<file path="config.mk">
export PLATFORM = sky130hd
export DESIGN_NAME = pitch_shade_filter_flat
export DESIGN_NICKNAME = d
export VERILOG_FILES = /design/src/rtl/pitch_shade_pkg.sv /design/src/rtl/pitch_shade_filter_if.sv /design/src/rtl/pitch_level_quantizer.sv /design/src/rtl/pitch_shade_filter.sv /design/src/flat_wrapper.sv
export SDC_FILE = /design/constraint.sdc
export NUM_CORES = 1
export LEC_CHECK = 0
export CAP_MARGIN = 20
export CORE_ASPECT_RATIO = 0.7
export CORE_MARGIN = 2
export CORE_UTILIZATION = 30
export CTS_CLUSTER_DIAMETER = 60
export CTS_CLUSTER_SIZE = 40
export DETAILED_ROUTE_END_ITERATION = 8
export DONT_BUFFER_PORTS = 1
export GPL_TIMING_DRIVEN = 1
export PLACE_DENSITY = 0.56
export SLEW_MARGIN = 20
export SYNTH_ARGS = -nofsm -noshare
export SYNTH_HDL_FRONTEND = slang
export SYNTH_SLANG_ARGS = --single-unit
</file>
<file path="constraint.sdc">
create_clock -name clk -period 12.26 [get_ports clk]
set_input_delay 3.065 -clock clk [delete_from_list [all_inputs] [get_ports clk]]
set_output_delay 3.065 -clock clk [all_outputs]
set_load 0.01 [all_outputs]
</file>
<file path="src/rtl/pitch_shade_pkg.sv">
// Shared types, default constants and gray-mapping helpers for the pitch shade filter.
package pitch_shade_pkg;

    localparam int unsigned DEF_MAX_Z     = 300;
    localparam int unsigned DEF_LEVELS    = 8;
    localparam int unsigned DEF_GRAY_MIN  = 75;
    localparam int unsigned DEF_GRAY_STEP = 25;

    typedef enum logic {
        STABLE  = 1'b0,
        QUALIFY = 1'b1
    } state_t;

    function automatic int unsigned level_width(input int unsigned levels);
        return (levels <= 2) ? 1 : $clog2(levels);
    endfunction

    // Level 0 is always white; higher levels darken linearly down to gmin at the top level.
    function automatic logic [7:0] target_gray(input int unsigned lvl,
                                               input int unsigned levels,
                                               input int unsigned gmin,
                                               input int unsigned gstep);
        if (lvl == 0)
            return 8'd255;
        return 8'(gmin + (levels - 1 - lvl) * gstep);
    endfunction

    function automatic logic [23:0] pack_gray(input logic [7:0] shade);
        return {shade, shade, shade};
    endfunction

endpackage

</file>
<file path="src/rtl/pitch_shade_filter_if.sv">
// Sample/frame inputs and level/colour outputs of the pitch shade filter.
interface pitch_shade_filter_if #(
    parameter int Z_WIDTH = 16,
    parameter int LW      = 3
);
    logic [Z_WIDTH-1:0] z;
    logic               z_valid;
    logic               frame_tick;
    logic [LW-1:0]      level;
    logic [23:0]        color;
    logic               busy;

    modport master (output z, z_valid, frame_tick, input level, color, busy);
    modport slave  (input z, z_valid, frame_tick, output level, color, busy);
endinterface

</file>
<file path="src/rtl/pitch_level_quantizer.sv">
// Combinational bucket quantiser: raw level from z, then hysteresis against the accepted level.
module pitch_level_quantizer #(
    parameter int Z_WIDTH = 16,
    parameter int MAX_Z   = 300,
    parameter int LEVELS  = 8,
    parameter int HYST    = 4,
    parameter int LW      = 3
) (
    input  logic [Z_WIDTH-1:0] z,
    input  logic [LW-1:0]      a,
    output logic [LW-1:0]      r,
    output logic [LW-1:0]      c
);
    localparam int unsigned B = MAX_Z / LEVELS;
    localparam int W = Z_WIDTH + 1;

    logic [W-1:0] zx;
    logic [W-1:0] up_thr;
    logic [W-1:0] dn_base;

    always_comb begin
        zx = {1'b0, z};
        r  = '0;
        // Thresholds rise monotonically, so the last one exceeded equals the count.
        for (int unsigned k = 1; k < LEVELS; k++) begin
            if (zx > W'(k * B))
                r = LW'(k);
        end
        up_thr  = W'(r) * W'(B) + W'(HYST);
        dn_base = (W'(r) + W'(1)) * W'(B);
        c = a;
        if (r > a && zx > up_thr)
            c = r;
        else if (r < a && dn_base >= W'(HYST) && zx <= dn_base - W'(HYST))
            c = r;
    end
endmodule

</file>
<file path="src/rtl/pitch_shade_filter.sv">
// Debounced level tracking with per-frame gray fade toward the level's target shade.
module pitch_shade_filter
    import pitch_shade_pkg::*;
#(
    parameter int Z_WIDTH   = 16,
    parameter int MAX_Z     = DEF_MAX_Z,
    parameter int LEVELS    = DEF_LEVELS,
    parameter int GRAY_MIN  = DEF_GRAY_MIN,
    parameter int GRAY_STEP = DEF_GRAY_STEP,
    parameter int HYST      = 4,
    parameter int SETTLE    = 3,
    parameter int FADE_STEP = 10
) (
    input logic clk,
    input logic reset,
    pitch_shade_filter_if.slave bus
);
    localparam int LW = level_width(LEVELS);
    localparam int CW = $clog2(SETTLE + 1);

    state_t        state_q, state_d;
    logic [LW-1:0] level_q, level_d, pend_q, pend_d, cand, raw, commit_lvl;
    logic [CW-1:0] cnt_q, cnt_d;
    logic          commit;
    logic [7:0]    shade_q, shade_d, tgt_now;
    logic [23:0]   color_q;
    logic          busy_q, busy_d;

    pitch_level_quantizer #(
        .Z_WIDTH(Z_WIDTH), .MAX_Z(MAX_Z), .LEVELS(LEVELS), .HYST(HYST), .LW(LW)
    ) u_quant (
        .z(bus.z), .a(level_q), .r(raw), .c(cand)
    );

    always_ff @(posedge clk) begin
        if (reset) begin
            state_q <= STABLE;
            pend_q  <= '0;
            cnt_q   <= '0;
            level_q <= '0;
            shade_q <= 8'd255;
            color_q <= '1;
            busy_q  <= 1'b0;
        end else begin
            state_q <= state_d;
            pend_q  <= pend_d;
            cnt_q   <= cnt_d;
            level_q <= level_d;
            shade_q <= shade_d;
            color_q <= pack_gray(shade_d);
            busy_q  <= busy_d;
        end
    end

    always_comb begin
        state_d = state_q;
        pend_d  = pend_q;
        cnt_d   = cnt_q;
        commit  = 1'b0;
        if (bus.z_valid) begin
            case (state_q)
                STABLE: if (cand != level_q) begin
                    if (SETTLE == 1) begin
                        commit = 1'b1;
                    end else begin
                        pend_d  = cand;
                        cnt_d   = CW'(1);
                        state_d = QUALIFY;
                    end
                end
                QUALIFY: begin
                    if (cand == pend_q) begin
                        if (32'(cnt_q) + 1 >= SETTLE) begin
                            commit  = 1'b1;
                            cnt_d   = '0;
                            state_d = STABLE;
                        end else begin
                            cnt_d = cnt_q + CW'(1);
                        end
                    end else if (cand == level_q) begin
                        cnt_d   = '0;
                        state_d = STABLE;
                    end else begin
                        pend_d = cand;
                        cnt_d  = CW'(1);
                    end
                end
                default: state_d = STABLE;
            endcase
        end
    end

    always_comb begin
        commit_lvl = (state_q == STABLE) ? cand : pend_q;
        level_d    = commit ? commit_lvl : level_q;
    end

    // Fade steps toward the pre-commit target; busy compares against the post-commit one.
    always_comb begin
        tgt_now = target_gray(32'(level_q), LEVELS, GRAY_MIN, GRAY_STEP);
        shade_d = shade_q;
        if (bus.frame_tick) begin
            if (shade_q < tgt_now)
                shade_d = (tgt_now - shade_q > 8'(FADE_STEP)) ? shade_q + 8'(FADE_STEP) : tgt_now;
            else if (shade_q > tgt_now)
                shade_d = (shade_q - tgt_now > 8'(FADE_STEP)) ? shade_q - 8'(FADE_STEP) : tgt_now;
        end
        busy_d = (shade_d != target_gray(32'(level_d), LEVELS, GRAY_MIN, GRAY_STEP));
    end

    assign bus.level = level_q;
    assign bus.color = color_q;
    assign bus.busy  = busy_q;
endmodule

</file>
<file path="src/flat_wrapper.sv">
// flat-port wrapper written by rule: the top's interface ports become plain ports
module pitch_shade_filter_flat import pitch_shade_pkg::*;
#(
    parameter int Z_WIDTH   = 16,
    parameter int MAX_Z     = DEF_MAX_Z,
    parameter int LEVELS    = DEF_LEVELS,
    parameter int GRAY_MIN  = DEF_GRAY_MIN,
    parameter int GRAY_STEP = DEF_GRAY_STEP,
    parameter int HYST      = 4,
    parameter int SETTLE    = 3,
    parameter int FADE_STEP = 10
)
  (clk, reset, bus_z, bus_z_valid, bus_frame_tick, bus_level, bus_color, bus_busy);
  pitch_shade_filter_if #(.Z_WIDTH(Z_WIDTH), .LW(3)) bus_i ();
  input logic clk;
  input logic reset;
  input wire logic [$bits(bus_i.z)-1:0] bus_z;
  input wire logic [$bits(bus_i.z_valid)-1:0] bus_z_valid;
  input wire logic [$bits(bus_i.frame_tick)-1:0] bus_frame_tick;
  output wire logic [$bits(bus_i.level)-1:0] bus_level;
  output wire logic [$bits(bus_i.color)-1:0] bus_color;
  output wire logic [$bits(bus_i.busy)-1:0] bus_busy;
  assign bus_i.z = bus_z;
  assign bus_i.z_valid = bus_z_valid;
  assign bus_i.frame_tick = bus_frame_tick;
  assign bus_level = bus_i.level;
  assign bus_color = bus_i.color;
  assign bus_busy = bus_i.busy;
  pitch_shade_filter #(.Z_WIDTH(Z_WIDTH), .MAX_Z(MAX_Z), .LEVELS(LEVELS), .GRAY_MIN(GRAY_MIN), .GRAY_STEP(GRAY_STEP), .HYST(HYST), .SETTLE(SETTLE), .FADE_STEP(FADE_STEP)) u_core (.clk(clk), .reset(reset), .bus(bus_i));
endmodule
</file>
==> results.md <==
* Least-Margin Pin Slew at a little over 1000 ps
* RR Startpoint: u_core.bus.level[2]
* Depth of the CTS H-tree at 1
* Post-layout instance area at approximately 4700 um2
* Worst path most repeated cell: ha_1
* Post-DP HPWL at 9990 um
* Hold_sp: u_core.cnt_q[1]
* CP Max Fanout at 5
* IO Pins at 48
* Initial antenna violation count at 0
* Max IR drop VDD at approximately 0.000071 V
* Drt first pass iters at 5
* Worst reg2reg setup slack at 5080 ps
* Syn avg cell area at approximately 7.4 um2
* Crit path largest cell delay at 540 ps
* Final Wtd Congestion at ~0.9
* Maxcap violations at 0
* Placed instance area at between 4000 and 5000 um2
* TritonCTS clock tree: built
* Final ANT Viol Nets at 0
* Distinct cell type count after synthesis at 83
* Clock latency on the worst-skew pair at roughly 250 ps
* Fin crit period at roughly 12000 ps
* Post-Syn Instances at just under 600
* Final net count at ~660
* Reg clk slew, reported paths at ~50 ps
* CP max stage cell: or4_4
* Initial core utilization at 0.308
* Syn. warnings at 0
* WS Path Type: in2reg
* Hold path endpoint: u_core.cnt_q[1]
* Final worst-path cycle share at 0.959
* Ranking of synthesized cells by area: ha_1 (20%), dfxtp_1 (8.4%), xnor2_1 (4.5%)
* Post-synth top area share at 0.204
* First-pass GRT wire length at roughly 20000 um
* Cell Rows at 36
* Final setup viols at 0
* DRC at 0
* Synth async-reset ratio at 0
* Synth Net Count at 670
* Cell with the most instances after synthesis: ha_1
* Layout area overhead at 10.5%
* Met2 Wirelength at roughly 5100 um
* Cell Area, Synth at 4300 um2
* Antenna Cells at 0
* Clock Skew at a little under 0.9 ps
* Clock tree buffer depth at 2
* Commonest cells in the netlist: ha_1 (70), inv_1 (47), nor2_1 (41)
* Crit path required time at 12440 ps
* DR top layer: met4
* Worst setup EP type: flop
* Via count at 4224
* Die Footprint at about 15000 um2
* Final setup margin at approximately 500 ps
* Inserted Clock Buffers at 3
* IO Port Bufs at 0
* PD cells at about 120 nW/um2
* Achievable Freq at about 85 MHz
* Root Buffer: clkbuf_16
* Placed Instances at 746
* Initial DRC Count at about 360
* Routed vias/inst at approximately 5.6
* Post-synth EDFFs at 0
* Worst Setup Start Kind: input pin
* Final Routed Wirelength at 12500 um
* Met1 wire length at between 6000 and 7000 um
* Core area at between 10000 and 15000 um2
* Register area share after synthesis at 0.0839
* Most area-hungry cell type in the Yosys netlist: ha_1
* Clk sink count at 18
* Slew margin rel. at 0.311
* Largest net degree at the start of global routing at 19
* Final Max Slew Viols at 0
* DR WL met3 at ~730 um
* Avg WL per Cell at approximately 16 um
* Fin util at 0.340
* Worst endpoint data arrival time at 11940 ps
* GRT Util Overall at 0.158
* Hold buffers post-CTS at 0
* Die H at between 100 and 150 um
* Status: finished clean
* Share of cells above drive strength 1 at 0.130
* Cells on Worst Hold Path at 2
* Leak pwr at ~2.0 nW
* RSZ-0062 raised after global routing: false
* Most used DFF post-synth: dfxtp_1
* Final Hold Fails at 0
* Path depth of the worst reg2reg path at 22
* Hold Path Class: reg2reg
* R2r endpoint: u_core.bus.busy
* DP Worst Slack at -11.1 ps
* Remaining Overflow, GRT at 0
* Synth Register Bits at 18
* Non-filler cells, final at ~760
* Chip width at between 100 and 150 um
* Vias in the first global route at roughly 3800
[worst max-delay path, delay by kind of cell]
kind            cells  cell delay [ps]
simple gates       15             3670
compound gates     10             2270
fa+ha+maj           8             1900
mux                 2              580
buf+inv             4              310
xor+xnor            1              150
[sequential cells by signal, indices dropped and copies added, names as in the netlist]
| signal | count |
|---|---|
| u_core.bus.color | 8 |
| u_core.bus.level | 3 |
| u_core.pend_q | 3 |
| u_core.cnt_q | 2 |
| u_core.bus.busy | 1 |
| u_core.state_q | 1 |
[cells by family after synthesis]
kind of cell | synth area share
compound gates | 0.269
xor+xnor | 0.0632
fa+ha+maj | 0.213
buf+inv | 0.0964
flops | 0.0839
mux | 0.0411
simple gates | 0.233
[cell type report]
class,count,area [um2]
clock buffers,3,75.1
fillers,1445,9220
inverters,52,199
multi-input cells,474,3710
flip-flops and latches,18,360
well taps,190,238
repair buffers,22,165
[power by group]
part / switching (mW) / internal, mW
sequential: 0.0505 / 0.0707
combinational: 0.233 / 0.157
clock: 0.0231 / 0.0430
total: 0.307 / 0.270
[repair_timing]
item / CTS / global route
resized for setup: 0 / 27
buffers inserted: 0 / 10
setup endpoints to repair: 0 / 1
[stage by stage]
stage	total power, mW	hold slack (ps)	setup TNS [ps]
floorplan	0.435	441	0
global placement	0.492	456	0
detailed placement	0.497	452	-11.1
CTS	0.565	459	0
global route	0.631	503	0
finish	0.577	460	0
[layout by cell type (no fill, tap or decap), types with 7 or more instances in the layout]
master,synthesis,layout
buf_4,16,22
nor4_1,7,7
nand2_1,37,37
nor2_1,41,41
mux2i_1,15,14
nor3_1,13,13
a21o_1,7,7
dfxtp_1,18,18
o21ai_0,27,27
nor2b_1,10,10
nand3_1,20,19
nand4_1,10,10
o21a_1,8,7
a21oi_1,33,33
nand2b_1,13,13
ha_1,70,64
xnor2_1,22,22
inv_1,47,47
o22ai_1,7,7
xor2_1,9,9
[worst max path at each step]
stage	endpoint	start	cells after the start
after global routing	u_core.bus.busy	bus_z[15]	40
after CTS	u_core.bus.busy	bus_z[15]	39
final	u_core.bus.busy	bus_z[15]	40
after floorplan	u_core.bus.busy	bus_z[15]	42
after detailed placement	u_core.bus.busy	bus_z[15]	39
after global placement	u_core.bus.busy	bus_z[15]	39
[per-layer routing]
| layer | up-vias | GRT usage |
|---|---|---|
| li1 | 2080 | - |
| met2 | 122 | 0.230 |
| met1 | 2013 | 0.252 |
| met5 | - | 0 |
| met4 | 0 | 0.0151 |
| met3 | 9 | 0.0202 |
No activity file was read; power rests on OpenSTA's default activity.
